`src/rtl/multicycle_control_fsm.sv`:
```
`default_nettype none
// +--------------------------------------------------------------------------+
// | multicycle_control_fsm : multi-cycle MIPS sequencer with memory timeout   |
// | Rev 1.0                                                                    |
// +--------------------------------------------------------------------------+
module multicycle_control_fsm #(
  parameter int unsigned MEM_TIMEOUT = 16
) (
  input  logic       clk,
  input  logic       reset_n,
  input  logic [5:0] Opcode,
  input  logic       MemReady,
  output logic       PCWrite,
  output logic       PCWriteCond,
  output logic       IorD,
  output logic       MemRead,
  output logic       MemWrite,
  output logic       IRWrite,
  output logic [1:0] MemtoReg,
  output logic [1:0] RegDst,
  output logic       RegWrite,
  output logic       ALUSrcA,
  output logic [1:0] ALUSrcB,
  output logic [1:0] ALUOp,
  output logic [1:0] PCSource,
  output logic       InstrDone,
  output logic       Fault,
  output logic [3:0] State
);

  localparam logic [3:0] c_FETCH   = 4'd0;
  localparam logic [3:0] c_DECODE  = 4'd1;
  localparam logic [3:0] c_MEMADR  = 4'd2;
  localparam logic [3:0] c_MEMRD   = 4'd3;
  localparam logic [3:0] c_MEMWB   = 4'd4;
  localparam logic [3:0] c_MEMWR   = 4'd5;
  localparam logic [3:0] c_RTEXE   = 4'd6;
  localparam logic [3:0] c_RTWB    = 4'd7;
  localparam logic [3:0] c_BRANCH  = 4'd8;
  localparam logic [3:0] c_ADDIEXE = 4'd9;
  localparam logic [3:0] c_ANDIEXE = 4'd10;
  localparam logic [3:0] c_IWB     = 4'd11;
  localparam logic [3:0] c_JAL     = 4'd12;

  localparam logic [5:0] c_OP_RTYPE = 6'b000000;
  localparam logic [5:0] c_OP_LW    = 6'b100011;
  localparam logic [5:0] c_OP_SW    = 6'b101011;
  localparam logic [5:0] c_OP_ADDI  = 6'b001000;
  localparam logic [5:0] c_OP_ANDI  = 6'b001100;
  localparam logic [5:0] c_OP_BEQ   = 6'b000100;
  localparam logic [5:0] c_OP_JAL   = 6'b000011;

  // Fault fires in the MEM_TIMEOUT-th consecutive stalled cycle.
  localparam logic [7:0] c_TMO_LAST = 8'(MEM_TIMEOUT - 1);

  logic [3:0] r_state;
  logic [7:0] r_tcnt;
  logic [3:0] w_next;
  logic       w_wait;
  logic       w_timeout;
  logic       w_pcwrite, w_pcwritecond, w_iord, w_memread, w_memwrite, w_irwrite;
  logic       w_regwrite, w_alusrca, w_instrdone, w_fault;
  logic [1:0] w_memtoreg, w_regdst, w_alusrcb, w_aluop, w_pcsource;

  always_comb begin
    w_next        = r_state;
    w_pcwrite     = 1'b0;
    w_pcwritecond = 1'b0;
    w_iord        = 1'b0;
    w_memread     = 1'b0;
    w_memwrite    = 1'b0;
    w_irwrite     = 1'b0;
    w_regwrite    = 1'b0;
    w_alusrca     = 1'b0;
    w_instrdone   = 1'b0;
    w_fault       = 1'b0;
    w_memtoreg    = 2'b00;
    w_regdst      = 2'b00;
    w_alusrcb     = 2'b00;
    w_aluop       = 2'b00;
    w_pcsource    = 2'b00;
    w_wait        = ((r_state == c_FETCH) || (r_state == c_MEMRD) ||
                     (r_state == c_MEMWR)) && !MemReady;
    w_timeout     = w_wait && (r_tcnt == c_TMO_LAST);

    case (r_state)
      c_FETCH: begin
        w_memread = 1'b1;
        w_alusrcb = 2'b01;
        w_irwrite = MemReady;
        w_pcwrite = MemReady;
        if (MemReady) w_next = c_DECODE;
      end
      c_DECODE: begin
        w_alusrcb = 2'b11;
        case (Opcode)
          c_OP_RTYPE:       w_next = c_RTEXE;
          c_OP_LW, c_OP_SW: w_next = c_MEMADR;
          c_OP_ADDI:        w_next = c_ADDIEXE;
          c_OP_ANDI:        w_next = c_ANDIEXE;
          c_OP_BEQ:         w_next = c_BRANCH;
          c_OP_JAL:         w_next = c_JAL;
          default: begin
            w_next  = c_FETCH;
            w_fault = 1'b1;
          end
        endcase
      end
      c_MEMADR: begin
        w_alusrca = 1'b1;
        w_alusrcb = 2'b10;
        w_next    = (Opcode == c_OP_LW) ? c_MEMRD : c_MEMWR;
      end
      c_MEMRD: begin
        w_memread = 1'b1;
        w_iord    = 1'b1;
        if (MemReady) w_next = c_MEMWB;
      end
      c_MEMWB: begin
        w_regwrite  = 1'b1;
        w_memtoreg  = 2'b01;
        w_instrdone = 1'b1;
        w_next      = c_FETCH;
      end
      c_MEMWR: begin
        w_memwrite  = 1'b1;
        w_iord      = 1'b1;
        w_instrdone = MemReady;
        if (MemReady) w_next = c_FETCH;
      end
      c_RTEXE: begin
        w_alusrca = 1'b1;
        w_aluop   = 2'b10;
        w_next    = c_RTWB;
      end
      c_RTWB: begin
        w_regwrite  = 1'b1;
        w_regdst    = 2'b01;
        w_instrdone = 1'b1;
        w_next      = c_FETCH;
      end
      c_ADDIEXE, c_ANDIEXE: begin
        w_alusrca = 1'b1;
        w_alusrcb = 2'b10;
        w_aluop   = (r_state == c_ANDIEXE) ? 2'b11 : 2'b00;
        w_next    = c_IWB;
      end
      c_IWB: begin
        w_regwrite  = 1'b1;
        w_instrdone = 1'b1;
        w_next      = c_FETCH;
      end
      c_BRANCH: begin
        w_alusrca     = 1'b1;
        w_aluop       = 2'b01;
        w_pcwritecond = 1'b1;
        w_pcsource    = 2'b01;
        w_instrdone   = 1'b1;
        w_next        = c_FETCH;
      end
      c_JAL: begin
        w_pcwrite   = 1'b1;
        w_pcsource  = 2'b10;
        w_regwrite  = 1'b1;
        w_regdst    = 2'b10;
        w_memtoreg  = 2'b10;
        w_instrdone = 1'b1;
        w_next      = c_FETCH;
      end
      default: w_next = c_FETCH;
    endcase

    if (w_timeout) begin
      w_fault = 1'b1;
      w_next  = c_FETCH;
    end
  end

  always_ff @(posedge clk or negedge reset_n) begin
    if (!reset_n) begin
      r_state <= c_FETCH;
      r_tcnt  <= 8'd0;
    end else begin
      r_state <= w_next;
      r_tcnt  <= (w_wait && !w_timeout) ? r_tcnt + 8'd1 : 8'd0;
    end
  end

  // Reset masks the FETCH decode so nothing toggles while reset_n is low.
  assign PCWrite     = reset_n & w_pcwrite;
  assign PCWriteCond = reset_n & w_pcwritecond;
  assign IorD        = reset_n & w_iord;
  assign MemRead     = reset_n & w_memread;
  assign MemWrite    = reset_n & w_memwrite;
  assign IRWrite     = reset_n & w_irwrite;
  assign RegWrite    = reset_n & w_regwrite;
  assign ALUSrcA     = reset_n & w_alusrca;
  assign InstrDone   = reset_n & w_instrdone;
  assign Fault       = reset_n & w_fault;
  assign MemtoReg    = reset_n ? w_memtoreg : 2'b00;
  assign RegDst      = reset_n ? w_regdst   : 2'b00;
  assign ALUSrcB     = reset_n ? w_alusrcb  : 2'b00;
  assign ALUOp       = reset_n ? w_aluop    : 2'b00;
  assign PCSource    = reset_n ? w_pcsource : 2'b00;
  assign State       = r_state;

endmodule
`default_nettype wire

```
`config.mk`:
```
export PLATFORM = sky130hd
export DESIGN_NAME = multicycle_control_fsm
export DESIGN_NICKNAME = d
export VERILOG_FILES = /design/src/rtl/multicycle_control_fsm.sv
export SDC_FILE = /design/constraint.sdc
export NUM_CORES = 1
export LEC_CHECK = 0
export BUFFER_PORTS_ARGS = -buffer_cell sky130_fd_sc_hd__buf_4
export CAP_MARGIN = 20
export CORE_ASPECT_RATIO = 1.1
export CORE_MARGIN = 1.5
export CORE_UTILIZATION = 43
export CTS_CLUSTER_SIZE = 10
export DETAILED_ROUTE_END_ITERATION = 12
export MAX_ROUTING_LAYER = met4
export PLACE_DENSITY = 0.7
export SETUP_SLACK_MARGIN = 0.05
export SYNTH_ARGS = -nofsm -noshare
export SYNTH_HDL_FRONTEND = slang
export SYNTH_SLANG_ARGS = --single-unit
export TNS_END_PERCENT = 5
```
`constraint.sdc`:
```
create_clock -name clk -period 2.3 [get_ports clk]
set_clock_uncertainty 0.2 [all_clocks]
set_input_delay 0.345 -clock clk [delete_from_list [all_inputs] [get_ports clk]]
set_output_delay 0.345 -clock clk [all_outputs]
set_load 0.05 [all_outputs]
```
### Word-level counts from Yosys, hierarchy flattened

Cells that the tools add are included.

* reduce and logical (&&, ||, !) cells: 19
* multipliers: 0
* bitwise logic cells: 10
* equal/unequal tests: 22
* div/mod/pow operators: 0
* add/subtract/negate cells: 1
* shift operators: 0
* muxes and demuxes: 31
* $lt $le $gt $ge: 0

Operators by type and width (count)
* $pmux 4 s7: 1
* $pmux 4 s6: 1
* $eq 4x4->1 const B: 5
* $eq 4x3->1 const B: 4
* $mux 4: 4
* $eq 6x4->1 const B: 2
* $eq 6x6->1 const B: 2
* $mux 2: 6
* $pmux 2 s2: 3
* $pmux 2 s3: 2
* $and 1x1->1: 10
* $mux 1: 10
* $reduce_or 5->1: 2
* $ne 3x3->1 const B: 3
* $add 8x1->8 const B: 1
* $eq 4x2->1 const B: 2
* $eq 8x4->1 const B: 1
* $mux 8: 1
* $reduce_or 2->1: 4
* $reduce_or 7->1: 1
* $eq 6x2->1 const B: 1
* $eq 6x3->1 const B: 1
* $logic_not 6->1: 1
* $eq 4x1->1 const B: 1
* 9 further kinds: 14

* latch bits: 0
* memory bits (read-only): 0
* memory bits (writable): 0
* output and inout port bits: 24
* memories: 0
* input port bits: 9
* register bits after elaboration: 12

### Logic depth before layout (Yosys ltp)

Gate-level depths: netlist of run 1.

* depth after elaboration: 8
* gate-level depth with buffers: 6

### Worst setup path after synthesis of run 1

OpenSTA, ideal clock, no wires.

* kind: register -> output
* start point: reg r_state[3], in the netlist State[3]
* end point: out InstrDone
* data required time: 1.755 ns
* buffers on the path: 2
* arrival: 2.512 ns
* cell stages (with the launch flop): 7
* path slack: -0.757 ns
* path through: dfrtp_1 > clkbuf_1 > clkbuf_1 > nor2_1 > nor2_1 > o21ai_0 > nor3_1

* cells in the longest elaborated chain, start to end: 4

RTL lines
* start, declared: RTL line 56 `logic [3:0] r_state;`
* start signal, assigned: RTL line 181 `r_state <= c_FETCH;`
* start signal, assigned: RTL line 184 `r_state <= w_next;`
* $eq 4x4->1 / $eq 4x3->1 (equally long branches): RTL line 86 `case (r_state)`
* $reduce_or 5->1 (no source line)
* $pmux 1 s2 (*): RTL line 86
* $and 1x1->1 (*): RTL line 198 `assign InstrDone = reset_n & w_instrdone;`
* end, declared: RTL line 26 `output logic InstrDone,`

Mark *: on every way between the ends. The rest lies on a longest branch, timed or not.

### Worst setup path after layout of run 1

* start point: reg r_tcnt[4]
* end point: out Fault

* cells in the longest elaborated chain, start to end: 4

RTL lines
* start, declared: RTL line 57 `logic [7:0] r_tcnt;`
* start signal, assigned: RTL line 185 `r_tcnt <= (w_wait && !w_timeout) ? r_tcnt + 8'd1 : 8'd0;`
* $eq 8x4->1: RTL line 84 `w_timeout = w_wait && (r_tcnt == c_TMO_LAST);`
* $logic_and 1x1->1: RTL line 84
* $mux 1: RTL line 173 `if (w_timeout) begin`
* $and 1x1->1: RTL line 199 `assign Fault = reset_n & w_fault;`
* end, declared: RTL line 27 `output logic Fault,`

No other way between the ends.

==> flow_metrics.py, run 1 <==
metrics = {
    "min_path": {
        "hold_path_class": "in -> reg",
        "holdPathStages": 2,
    },
    "die": {
        "placementRows": 18,
        "die_w_um": 49.1,
        "fp.dieH_um": 53.8,
        "die-area_um2": 2640,
        "core_um2": 2230,
        "initial_core_util_pct": 45.2,
        "io_pins": 33,
    },
    "grt": {
        "grt-ovfl-total": 0,
        "grt_max_degree": 14,
        "grt_pass1_vias": 1029,
        "antenna_found_initial": 0,
        "grt_usage_pct": 22.6,
        "grt_pass1_wl_um": 4410,
    },
    "synthesis": {
        "syn-cell-area_um2": 1010,
        "syn_area_per_cell_um2": 7.46,
        "synth_edf_count": 0,
        "yosysUniqueCellTypes": 41,
        "syn_nets": 145,
        "netlist_instances": 135,
        "async_flop_share_pct": 100,
        "synth_ff_type": "dfrtp_1",
        "ys.warnings.count": 0,
        "yosysSeqAreaShare_pct": 29.8,
        "ys_ff_latch": 12,
    },
    "sta": {
        "period_share_pct": 107,
        "period_needed_ns": 2.45,
        "layout_setup_ws_ns": -0.151,
        "relSlewSlack_pct": 60.0,
        "tightest_slew_ns": 0.592,
        "finalSetupViolCount": 1,
        "finalMaxSlewViolations": 0,
        "rsz0062_at_grt": "yes",
        "tns_ns": -0.151,
        "max_freq_ghz": 0.408,
        "timing.hold.ws_ns": 0.155,
        "hold_viol": 0,
    },
    "run": {
        "drv_cap": 0,
    },
    "cts": {
        "htreeDepth": 1,
        "cts_buffers": 3,
        "clock_path_buffers": 2,
        "clock-sinks": 12,
        "cts_tree": "yes",
        "insertion_delay_ns": 0.27,
        "root_buffer": "clkbuf_4",
        "clkSlewWorstSetupHoldPaths_ns": 0.07,
    },
    "route": {
        "vias": 1100,
        "ant_nets": 0,
        "dr.pass1.iters": 4,
        "drc": 0,
        "avgViaCountPerCell": 5.45,
        "drtIter0Drc": 27,
        "wire_per_inst_um": 13.3,
        "wl_um": 2680,
    },
    "power": {
        "p_leak_nw": 0.611,
        "p_per_area_nw_per_um2": 824,
        "ir_drop_mv": 0.656,
        "power.total_mw": 1.20,
    },
    "critical_path": {
        "cp_cell_sequence": "nor4_2 > nand2_2 > or4_4 > a21oi_4 > buf_6",
        "cp.arrival_ns": 1.91,
        "end_kind": "primary output",
        "crit_type": "reg -> out",
        "required_ns": 1.75,
        "cpMaxStageDelayCell": "or4_4",
        "rrSetupSlack_ns": 0.40,
        "startpoint_type": "register",
        "cpPeakStageDelay_ns": 0.45,
        "path_max_fanout": 4,
        "worstRegToRegCells": 4,
    },
    "outcome": {
        "violations": "setup timing",
        "status": "finished, violations left",
    },
    "final_layout": {
        "insertedDiodeCount": 0,
        "final_common_cell": "buf_4",
        "final.fill_count": 201,
        "finalNetCount": 183,
        "syn_to_final_growth_pct": 44.6,
        "utilization_pct": 65.3,
        "multi_input_area_um2": 741,
        "stdcell_area_um2": 1460,
        "final_cell_mix": "39 x buf_4, 23 x nor2_1, 9 x dfrtp_1",
        "drive_above_1_share_pct": 39.5,
        "seq_area_um2": 304,
    },
    "placed_design": {
        "dpl.hpwl_um": 2060,
        "place_area_um2": 1360,
        "io_buffers": 32,
        "gp_congestion": 0.831,
    },
}
## registers in the layout, summed over array words and instances, names as in the netlist
signal,flops
r_tcnt,8
State,4
## cell families after synthesis
kind of cell,count (synthesis),share of synthesized area [%]
buf+inv,13,6.46
xor+xnor,9,7.83
fa+ha+maj,2,2.24
flops,12,29.8
compound gates,24,16.9
simple gates,75,36.8
## routing by layer
layer  vias up  GRT usage [%]  routed length [um]
li1        553              -                   -
met1       521           23.8                1140
met2        22           43.5                1450
met3         4           1.94                  61
met4         0           10.5                  29
met5         -              -                   0
## final cells by class
type	count	area share, %
clock buffers	4	1.80
inverters	3	0.773
flip-flops and latches	12	20.9
multi-input cells	110	50.9
well taps	30	2.58
repair buffers	43	23.1
## cell usage after synthesis, types with 3 or more instances
library cell   n  area share, %
nor4_1         5            3.1
dfrtp_1       12             30
xnor2_1        4            3.5
nand2_1       10            3.7
xor2_1         5            4.3
nand3_1        5            2.5
a21oi_1        7            3.5
clkbuf_1       6            2.2
nand2b_1       6            3.7
nor2_1        28             10
nor3_1         9            4.5
inv_1          3            1.1
## worst max-delay path, delay by kind of cell (launching register included)
family / cells / cell delay [ns]
AOI/OAI and AO/OA: 1 / 0.16
buffers and inverters: 1 / 0.17
and+or+nand+nor: 3 / 0.88
DFF: 1 / 0.43
## timing repair
action,4_1_cts,5_1_grt
hold buffers,1,0
endpoints found under the hold margin,12,0
setup buffers,1,1
resized for setup,4,8
setup endpoints to repair,1,12
## stage by stage
stage | cells | setup WS [ns]
floorplan | 135 | -0.130
global placement | 195 | 0.0669
detailed placement | 195 | 0.0280
CTS | 201 | -0.160
global route | 202 | -0.249
finish | 202 | -0.151
## power by group
group | internal [mW] | total [mW] | switching (mW) | leakage [nW]
combinational | 0.286 | 0.800 | 0.515 | 0.437
sequential | 0.243 | 0.269 | 0.0269 | 0.159
clock | 0.0671 | 0.131 | 0.0635 | 0.0150
total | 0.595 | 1.20 | 0.605 | 0.611
## worst paths after layout
| check | end | start |
|---|---|---|
| hold / removal | State[0] | MemReady |
| min in group asynchronous | r_tcnt[2] | reset_n |
| hold reg to reg | r_tcnt[3] | r_tcnt[3] |
| setup reg to reg | State[1] | r_tcnt[4] |
| max in group asynchronous | State[3] | reset_n |
| setup / recovery | Fault | r_tcnt[4] |
Note: power is estimated with default switching activity, not from simulation.
==> run 2, diff against run 1 <==
--- a/config.mk
+++ b/config.mk
@@ -14,6 +14,7 @@
 export DETAILED_ROUTE_END_ITERATION = 12
 export MAX_ROUTING_LAYER = met4
 export PLACE_DENSITY = 0.7
+export REMOVE_ABC_BUFFERS = 1
 export SETUP_SLACK_MARGIN = 0.05
 export SYNTH_ARGS = -nofsm -noshare
 export SYNTH_HDL_FRONTEND = slang
==> flow_metrics.py, run 2 (synthesis gave the netlist of run 1 again) <==
metrics = {
    "outcome": {
        "status": "finished, violations left",
        "violations": "setup timing",
    },
    "critical_path": {
        "path_max_fanout": 3,
        "startpoint_type": "register",
        "end_kind": "primary output",
        "rrSetupSlack_ns": 0.44,
        "cpMaxStageDelayCell": "or4_4",
        "critPathTopFamily": "simple AND/OR/NAND/NOR gates",
        "crit_type": "reg -> out",
        "cp_cell_sequence": "ha_2 > and3_4 > nand2_2 > or4_4 > a21oi_2 > buf_6",
        "worst-path-buf-inv": 1,
        "cpPeakStageDelay_ns": 0.43,
        "required_ns": 1.75,
        "cp.arrival_ns": 1.84,
    },
    "sta": {
        "period_share_pct": 104,
        "max_freq_ghz": 0.419,
        "layout_setup_ws_ns": -0.0868,
        "rsz0062_at_grt": "yes",
        "timing.hold.ws_ns": 0.157,
        "tns_ns": -0.0868,
        "relSlewSlack_pct": 72.8,
        "tightest_slew_ns": 0.403,
        "period_needed_ns": 2.39,
        "finalSetupViolCount": 1,
        "finalMaxSlewViolations": 0,
        "hold_viol": 0,
    },
    "final_layout": {
        "final_cell_mix": "42 x buf_4, 28 x nor2_1, 11 x dfrtp_1",
        "finalNetCount": 185,
        "regMostFlops": "r_tcnt",
        "largest_reg_flops": 8,
        "utilization_pct": 62.6,
        "insertedDiodeCount": 0,
        "final_common_cell": "buf_4",
        "stdcell_area_um2": 1400,
        "seq_area_um2": 302,
        "syn_to_final_growth_pct": 38.5,
        "multi_input_area_um2": 674,
        "final.fill_count": 199,
        "drive_above_1_share_pct": 31.8,
    },
    "cts": {
        "cts_buffers": 3,
        "insertion_delay_ns": 0.27,
        "root_buffer": "clkbuf_4",
        "cts_tree": "yes",
        "clock-sinks": 12,
        "clock_path_buffers": 2,
        "clkSlewWorstSetupHoldPaths_ns": 0.07,
        "htreeDepth": 1,
    },
    "route": {
        "wl_um": 2740,
        "vias": 1106,
        "ant_nets": 0,
        "wire_per_inst_um": 13.5,
        "dr.pass1.iters": 4,
        "drtIter0Drc": 24,
        "drc": 0,
        "avgViaCountPerCell": 5.45,
    },
    "run": {
        "drv_cap": 0,
    },
    "grt": {
        "use_met1_pct": 27.7,
        "use_met2_pct": 37.8,
        "grt_pass1_vias": 998,
        "grt.busiest_layer": "met2",
        "grt_util_met3_pct": 4.72,
        "grt_usage_pct": 22.4,
        "grt_max_degree": 20,
        "grt-ovfl-total": 0,
        "antenna_found_initial": 0,
        "grt_pass1_wl_um": 4460,
    },
    "placed_design": {
        "dpl.hpwl_um": 1960,
        "gp_congestion": 0.779,
        "place_area_um2": 1290,
        "io_buffers": 32,
        "pre_cts_ws_ns": 0.104,
    },
    "die": {
        "die_w_um": 49.1,
        "die-area_um2": 2640,
        "core_um2": 2230,
        "placementRows": 18,
        "initial_core_util_pct": 45.2,
        "io_pins": 33,
        "fp.dieH_um": 53.8,
    },
    "power": {
        "p_leak_nw": 0.623,
        "p_per_area_nw_per_um2": 834,
        "ir_drop_mv": 0.584,
    },
    "min_path": {
        "hold_path_class": "in -> reg",
    },
}
run 2: worst paths after layout:
check / from / cells after the start / endpoint
min in group asynchronous: reset_n / 2 / State[1]
worst max register to register: r_tcnt[1] / 5 / State[1]
worst min-delay path: MemReady / 2 / State[0]
worst min register to register: r_tcnt[0] / 2 / r_tcnt[0]
max in group asynchronous: reset_n / 3 / r_tcnt[5]
worst max-delay path: r_tcnt[1] / 6 / Fault
run 2: per-layer routing:
layer / routed length (um) / vias to the layer above
li1: - / 555
met1: 1240 / 504
met2: 1310 / 43
met3: 164 / 4
met4: 24 / 0
met5: 0 / -
run 2: metrics by stage:
step / total power [mW] / instances
3_5_place_dp: 0.995 / 195
4_1_cts: 1.15 / 200
6_report: 1.16 / 203
2_1_floorplan: 0.750 / 125
3_3_place_gp: 0.986 / 195
5_1_grt: 1.24 / 203
run 2: area by class of cell:
class	instances	area share, %
Tap cell	30	2.69
Multi-Input combinational cell	110	48.3
Inverter	3	0.807
Sequential cell	12	21.6
Timing Repair Buffer	45	24.9
Clock buffer	3	1.61
run 2: timing repair:
item,CTS,global route
hold buffers,1,0
pin swaps,1,2
endpoints found under the setup margin,1,8
hold endpoints to repair,12,0
gates resized for setup,7,3
setup buffers,1,3
run 2: power by group:
group | leakage (nW) | total, mW | switching (mW) | internal (mW)
registers | 0.163 | 0.267 | 0.0264 | 0.241
logic | 0.446 | 0.770 | 0.487 | 0.283
clock network | 0.0138 | 0.126 | 0.0652 | 0.0606
total | 0.623 | 1.16 | 0.579 | 0.584
